==> src/rtl/uart_tx_arbiter.sv <==
`timescale 1ns/1ps
// uart_tx_arbiter
// Shares a single UART transmitter between NUM_REQ byte requesters.
// Requesters are served round-robin. A multi-byte frame keeps the grant until
// its last byte. Each byte is started with a tx_newd pulse held long enough to
// span a baud tick. Each byte is acknowledged on the rising edge of the
// transmitter's done level. A timeout recovers when that edge never arrives.
//
// Ports:
//   clk       in   system clock
//   rst       in   synchronous active-high reset
//   req       in   [NUM_REQ]   per-requester byte request, held with data until ack
//   req_data  in   [8*NUM_REQ] byte i at [8i+7:8i]
//   req_last  in   [NUM_REQ]   byte closes its frame
//   ack       out  [NUM_REQ]   one-cycle pulse, byte consumed
//   grant     out  [NUM_REQ]   one-hot current owner, 0 when idle
//   tx_newd   out  start strobe to the transmitter
//   tx_data   out  [8] byte to the transmitter
//   tx_done   in   done level from the transmitter
//   busy      out  high whenever the sequencer is not idle
//   err       out  sticky timeout flag, cleared only by rst
module uart_tx_arbiter #(
  parameter int clk_freq       = 1000000,
  parameter int baud_rate      = 9600,
  parameter int NUM_REQ        = 4,
  parameter int HOLD_CYCLES    = clk_freq / baud_rate + 2,
  parameter int TIMEOUT_CYCLES = 16 * HOLD_CYCLES
) (
  input  logic                 clk,
  input  logic                 rst,
  input  logic [NUM_REQ-1:0]   req,
  input  logic [8*NUM_REQ-1:0] req_data,
  input  logic [NUM_REQ-1:0]   req_last,
  output logic [NUM_REQ-1:0]   ack,
  output logic [NUM_REQ-1:0]   grant,
  output logic                 tx_newd,
  output logic [7:0]           tx_data,
  input  logic                 tx_done,
  output logic                 busy,
  output logic                 err
);

  localparam int IDX_W  = (NUM_REQ > 1) ? $clog2(NUM_REQ) : 1;
  localparam int HOLD_W = $clog2(HOLD_CYCLES + 1);
  localparam int TO_W   = $clog2(TIMEOUT_CYCLES + 1);

  localparam logic [IDX_W-1:0]   LAST_IDX = IDX_W'(NUM_REQ - 1);
  localparam logic [HOLD_W-1:0]  HOLD_END = HOLD_W'(HOLD_CYCLES - 1);
  localparam logic [TO_W-1:0]    TO_END   = TO_W'(TIMEOUT_CYCLES - 1);
  localparam logic [NUM_REQ-1:0] ONE_HOT0 = NUM_REQ'(1);

  typedef enum logic [1:0] {
    IDLE = 2'd0,
    LOAD = 2'd1,
    WAIT = 2'd2,
    NEXT = 2'd3
  } state_t;

  state_t            state_r;
  logic [IDX_W-1:0]  rr_ptr_r;
  logic [IDX_W-1:0]  winner_r;
  logic              lock_r;
  logic              last_r;     // req_last of the byte currently in flight
  logic              done_q_r;
  logic [HOLD_W-1:0] hold_cnt_r;
  logic [TO_W-1:0]   to_cnt_r;

  logic              done_rise_s;
  logic              pick_valid_s;
  logic [IDX_W-1:0]  pick_idx_s;
  logic [IDX_W-1:0]  cand_s;
  logic [7:0]        pick_byte_s;
  logic [7:0]        win_byte_s;

  // Next requester index after idx, wrapping NUM_REQ-1 back to 0.
  function automatic logic [IDX_W-1:0] wrap_inc(input logic [IDX_W-1:0] idx);
    if (idx == LAST_IDX) begin
      return {IDX_W{1'b0}};
    end else begin
      return idx + IDX_W'(1);
    end
  endfunction

  // Only a fresh rising edge of done acknowledges a byte. A level still high
  // from an earlier transfer does not.
  assign done_rise_s = tx_done & ~done_q_r;

  // Byte presented by the arbitration winner and by the locked owner.
  assign pick_byte_s = req_data[{pick_idx_s, 3'b000} +: 8];
  assign win_byte_s  = req_data[{winner_r, 3'b000} +: 8];

  // Round-robin search: first active request at or above rr_ptr, wrapping.
  always_comb begin
    pick_valid_s = 1'b0;
    pick_idx_s   = {IDX_W{1'b0}};
    cand_s       = {IDX_W{1'b0}};
    for (int i = 0; i < NUM_REQ; i++) begin
      cand_s = IDX_W'((int'(rr_ptr_r) + i) % NUM_REQ);
      if (!pick_valid_s && req[cand_s]) begin
        pick_valid_s = 1'b1;
        pick_idx_s   = cand_s;
      end else begin
        pick_valid_s = pick_valid_s;
      end
    end
  end

  // History register for done edge detection.
  always_ff @(posedge clk) begin
    if (rst) begin
      done_q_r <= 1'b0;
    end else begin
      done_q_r <= tx_done;
    end
  end

  // Transfer sequencer: arbitration, start-strobe timing, ack, frame lock, timeouts.
  always_ff @(posedge clk) begin
    if (rst) begin
      state_r    <= IDLE;
      rr_ptr_r   <= {IDX_W{1'b0}};
      winner_r   <= {IDX_W{1'b0}};
      lock_r     <= 1'b0;
      last_r     <= 1'b0;
      hold_cnt_r <= {HOLD_W{1'b0}};
      to_cnt_r   <= {TO_W{1'b0}};
      grant      <= {NUM_REQ{1'b0}};
      ack        <= {NUM_REQ{1'b0}};
      tx_newd    <= 1'b0;
      tx_data    <= 8'h00;
      busy       <= 1'b0;
      err        <= 1'b0;
    end else begin
      ack <= {NUM_REQ{1'b0}};
      case (state_r)
        IDLE: begin
          if (pick_valid_s) begin
            winner_r   <= pick_idx_s;
            grant      <= ONE_HOT0 << pick_idx_s;
            tx_data    <= pick_byte_s;
            last_r     <= req_last[pick_idx_s];
            tx_newd    <= 1'b1;
            hold_cnt_r <= {HOLD_W{1'b0}};
            busy       <= 1'b1;
            state_r    <= LOAD;
          end else begin
            busy <= 1'b0;
          end
        end

        // tx_newd stays high for HOLD_CYCLES cycles so a baud tick lands inside it.
        LOAD: begin
          if (hold_cnt_r == HOLD_END) begin
            tx_newd  <= 1'b0;
            to_cnt_r <= {TO_W{1'b0}};
            state_r  <= WAIT;
          end else begin
            hold_cnt_r <= hold_cnt_r + HOLD_W'(1);
          end
        end

        WAIT: begin
          if (done_rise_s) begin
            ack      <= grant;
            to_cnt_r <= {TO_W{1'b0}};
            state_r  <= NEXT;
          end else if (to_cnt_r == TO_END) begin
            // Lost done: give up on this byte and demote the stuck requester.
            err      <= 1'b1;
            lock_r   <= 1'b0;
            grant    <= {NUM_REQ{1'b0}};
            rr_ptr_r <= wrap_inc(winner_r);
            busy     <= 1'b0;
            state_r  <= IDLE;
          end else begin
            to_cnt_r <= to_cnt_r + TO_W'(1);
          end
        end

        // The ack is visible here. The owner either closes its frame or supplies the next byte.
        NEXT: begin
          if (last_r) begin
            lock_r   <= 1'b0;
            grant    <= {NUM_REQ{1'b0}};
            rr_ptr_r <= wrap_inc(winner_r);
            busy     <= 1'b0;
            state_r  <= IDLE;
          end else if (req[winner_r]) begin
            lock_r     <= 1'b1;
            tx_data    <= win_byte_s;
            last_r     <= req_last[winner_r];
            tx_newd    <= 1'b1;
            hold_cnt_r <= {HOLD_W{1'b0}};
            state_r    <= LOAD;
          end else if (lock_r && (to_cnt_r == TO_END)) begin
            // Frame abandoned mid-way by its owner.
            err     <= 1'b1;
            lock_r  <= 1'b0;
            grant   <= {NUM_REQ{1'b0}};
            busy    <= 1'b0;
            state_r <= IDLE;
          end else begin
            lock_r   <= 1'b1;
            to_cnt_r <= lock_r ? (to_cnt_r + TO_W'(1)) : {TO_W{1'b0}};
          end
        end

        default: begin
          lock_r  <= 1'b0;
          grant   <= {NUM_REQ{1'b0}};
          tx_newd <= 1'b0;
          busy    <= 1'b0;
          state_r <= IDLE;
        end
      endcase
    end
  end

endmodule

==> config.mk <==
export PLATFORM = sky130hd
export DESIGN_NAME = uart_tx_arbiter
export DESIGN_NICKNAME = d
export VERILOG_FILES = /design/src/rtl/uart_tx_arbiter.sv
export SDC_FILE = /design/constraint.sdc
export NUM_CORES = 1
export LEC_CHECK = 0
export CAP_MARGIN = 0
export CORE_ASPECT_RATIO = 1.75
export CORE_UTILIZATION = 50
export CTS_CLUSTER_SIZE = 40
export DETAILED_ROUTE_END_ITERATION = 10
export GPL_TIMING_DRIVEN = 0
export PLACE_DENSITY = 0.79
export SLEW_MARGIN = 5
export SYNTH_ARGS = -nofsm -noshare
export SYNTH_HDL_FRONTEND = slang
export SYNTH_SLANG_ARGS = --single-unit
==> constraint.sdc <==
create_clock -name clk -period 2.85 [get_ports clk]
set_input_delay 0.4275 -clock clk [delete_from_list [all_inputs] [get_ports clk]]
set_output_delay 0.4275 -clock clk [all_outputs]
set_load 0.02 [all_outputs]
==> results of run 1 <==
critical path, cell delays in order, from the launching register on:
cell	delay (ns)
dfxtp_1	0.42
ha_1	0.25
clkbuf_1	0.42
inv_1	0.27
a32oi_4	0.40
nor2b_1	0.08
clkbuf_1	0.22
a22oi_1	0.23
a21oi_1	0.09
sequential cells by signal, summed over array words and instances, names as in the netlist:
register,cells
to_cnt_r,11
tx_data,8
hold_cnt_r,7
ack,4
grant,4
rr_ptr_r,2
state_r,2
winner_r,2
busy,1
done_q_r,1
err,1
last_r,1
lock_r,1
tx_newd,1
final timing paths:
path,to,startpoint,slack (ns),cells after the start
worst min-delay path,tx_data[7]$_SDFFE_PP0P_,tx_data[7]$_SDFFE_PP0P_,0.45,2
worst max-delay path,tx_data[6]$_SDFFE_PP0P_,state_r[0]$_SDFFE_PP0P_,0.34,8
worst min register to register,tx_data[7]$_SDFFE_PP0P_,tx_data[7]$_SDFFE_PP0P_,0.45,2
worst max register to register,tx_data[6]$_SDFFE_PP0P_,state_r[0]$_SDFFE_PP0P_,0.34,8
cell families (layout without fill, tap and decap cells):
family	Yosys count	count (layout)
AO/OA/AOI/OAI	59	59
XOR/XNOR	16	16
multiplexers	26	26
AND/OR/NAND/NOR	115	115
flip-flops	46	46
buffers and inverters	21	88
adder cells (fa/ha/maj)	8	8
Yosys cell counts (4+ instances only):
cell type / instances / area, µm²
dfxtp_1: 46 / 920.9
nor2_1: 30 / 112.6
nand2_1: 27 / 101.4
a21oi_1: 22 / 110.1
mux2_2: 18 / 202.7
inv_1: 10 / 37.54
xnor2_1: 9 / 78.83
a22oi_1: 8 / 60.06
ha_1: 8 / 100.1
nand3_1: 8 / 40.04
clkbuf_1: 7 / 26.28
o31ai_1: 7 / 52.55
xor2_1: 7 / 61.31
mux2i_1: 6 / 60.06
nand2b_1: 6 / 37.54
nor4_1: 6 / 37.54
and2_1: 5 / 31.28
nand3b_1: 5 / 37.54
nor2b_1: 5 / 31.28
nor3_1: 5 / 25.02
nand4_1: 4 / 25.02
o21ai_0: 4 / 20.02
o21ai_2: 4 / 35.03
report_power, final:
| part | switching, mW | total, mW | internal [mW] | leakage, nW |
|---|---|---|---|---|
| Combinational | 0.650 | 1.18 | 0.531 | 0.770 |
| Sequential | 0.102 | 0.861 | 0.759 | 0.375 |
| Clock | 0.210 | 0.491 | 0.281 | 0.0573 |
| Total | 0.962 | 2.53 | 1.57 | 1.20 |
per-stage QoR:
step	util	power (mW)	setup WS (ns)
finish	0.6772	2.532	0.3389
global route	0.6772	2.697	0.08055
CTS	0.6737	2.535	0.08976
detailed placement	0.6511	2.036	-0.2350
global placement	0.6511	2.014	-0.1411
floorplan	-	1.648	0.7629
cell type report:
class / instances / area share
Sequential cell: 46 / 0.2732
Clock buffer: 6 / 0.02450
Timing Repair Buffer: 60 / 0.1782
Clock inverter: 1 / 0.008909
Inverter: 10 / 0.01114
Tap cell: 54 / 0.02004
Multi-Input combinational cell: 224 / 0.4684
Buffer: 11 / 0.01559
layer usage:
metal | track usage | part of all wire | vias up
li1 | - | - | 1174
met1 | 0.2091 | 0.37 | 1070
met2 | 0.4515 | 0.55 | 72
met3 | 0.04412 | 0.054 | 15
met4 | 0.09381 | 0.032 | 0
met5 | 0 | 0 | -
==> metrics.cfg, run 1 <==
[layout]
fillerInstances = 414
final_common_cell = clkdlybuf4s50_1
syn_to_final_growth_pct = 31.03
seq_area_um2 = 920.9
final_cells = 412
diodes = 0
multiInputGateArea_um2 = 1579
drive_above_1_share = 0.1201
layout_common_cells = clkdlybuf4s50_1 (60), dfxtp_1 (46), nor2_1 (30), nand2_1 (27), a21oi_1 (22)
stdcell_area_um2 = 3371
nets = 409

[die]
top_level_ports = 62
chipHeight_um = 96.89
fp-row-count = 34
initial_core_util = 0.5168
die_x_um = 56.22
die_area_um2 = 5447
core_area_um2 = 4977

[synthesis]
synthSimpleGateAreaFrac = 0.2330
synth_top_family_by_area = simple AND/OR/NAND/NOR gates
synthesis.nets = 342
synth_mux_area_frac = 0.1211
syn-instance-count = 291
synth_cell_type_count = 48
synth-compound-area-share = 0.1595
synth_seq_cells = 46
synth-adder-area-share = 0.03891
yosys.area_share.xor_xnor = 0.05447
ys_seq_area_frac = 0.3580
avgSynthCellArea_um2 = 8.840
ys_warn_count = 0
async_flop_share = 0
synth_area_um2 = 2572
synthFlopType = dfxtp_1
synth-edff-count = 0

[worst_setup_path]
cp.arrival_ns = 2.68
end_kind = register
cp_max_fo = 10
path_class = reg -> reg
crit_path_start_kind = register
crit_required_ns = 3.02

[global_routing]
grt_overflow_total = 0
grt_pass1_vias = 2340
grtUsageTotal = 0.2253
antenna_found_initial = 0
grt_max_degree = 14
grt_pass1_wl_um = 10010

[sta]
finalSetupViolations = 0
rsz0062_at_grt = false
drv_slew = 0
fin_crit_ns = 2.511
worstMarginPinSlew_ns = 0.5897
hold-worst-slack_ns = 0.4520
fmax_mhz = 398.2
fin_setup_tns_ns = 0
finalHoldViolCount = 0
maxSlewHeadroom = 0.6054
skew_ns = 0.007950
fin_crit_sh = 0.8811

[placed_design]
placedCellCount = 405
dpl_cell_area_um2 = 3241
place_congestion = 0.8571
io_buffers = 60
dp_hpwl_um = 4734

[route]
via_per_inst = 5.658
vias = 2331
drtIter0Drc = 37
antenna_left = 0
drt-pass1-iter-count = 4
drt-total-wl_um = 6105
drc_errors = 0
wl_per_cell_um = 14.82

[power_and_ir_drop]
vdd_drop_max_uv = 514.1
pwr_density_cell_nw_per_um2 = 751.3
leakagePower_nw = 1.202

[min_path]
min_path_type = reg -> reg

[clock_tree]
postCtsHoldBufs = 0
htreeDepth = 2
cts_made_buffers = 5
cts_root_buffer = clkbuf_8
clk_latency_ns = 0.30
cts_num_sinks = 46
clk_pin_slew_ns = 0.08
cts_setup_buffers = 0
cts_resized = 0
ctsLongestPathBuffers = 2
cts_tree = yes

[run]
cap_viol_max_count = 0

[outcome]
outcome = finished, final reports clean

(Power assumes the default switching activity.)
==> run 2: changes to the inputs <==
- SLEW_MARGIN: 5 -> unset
==> results of run 2 <==
The final DEF is identical to that of run 1; final timing and power are the same.
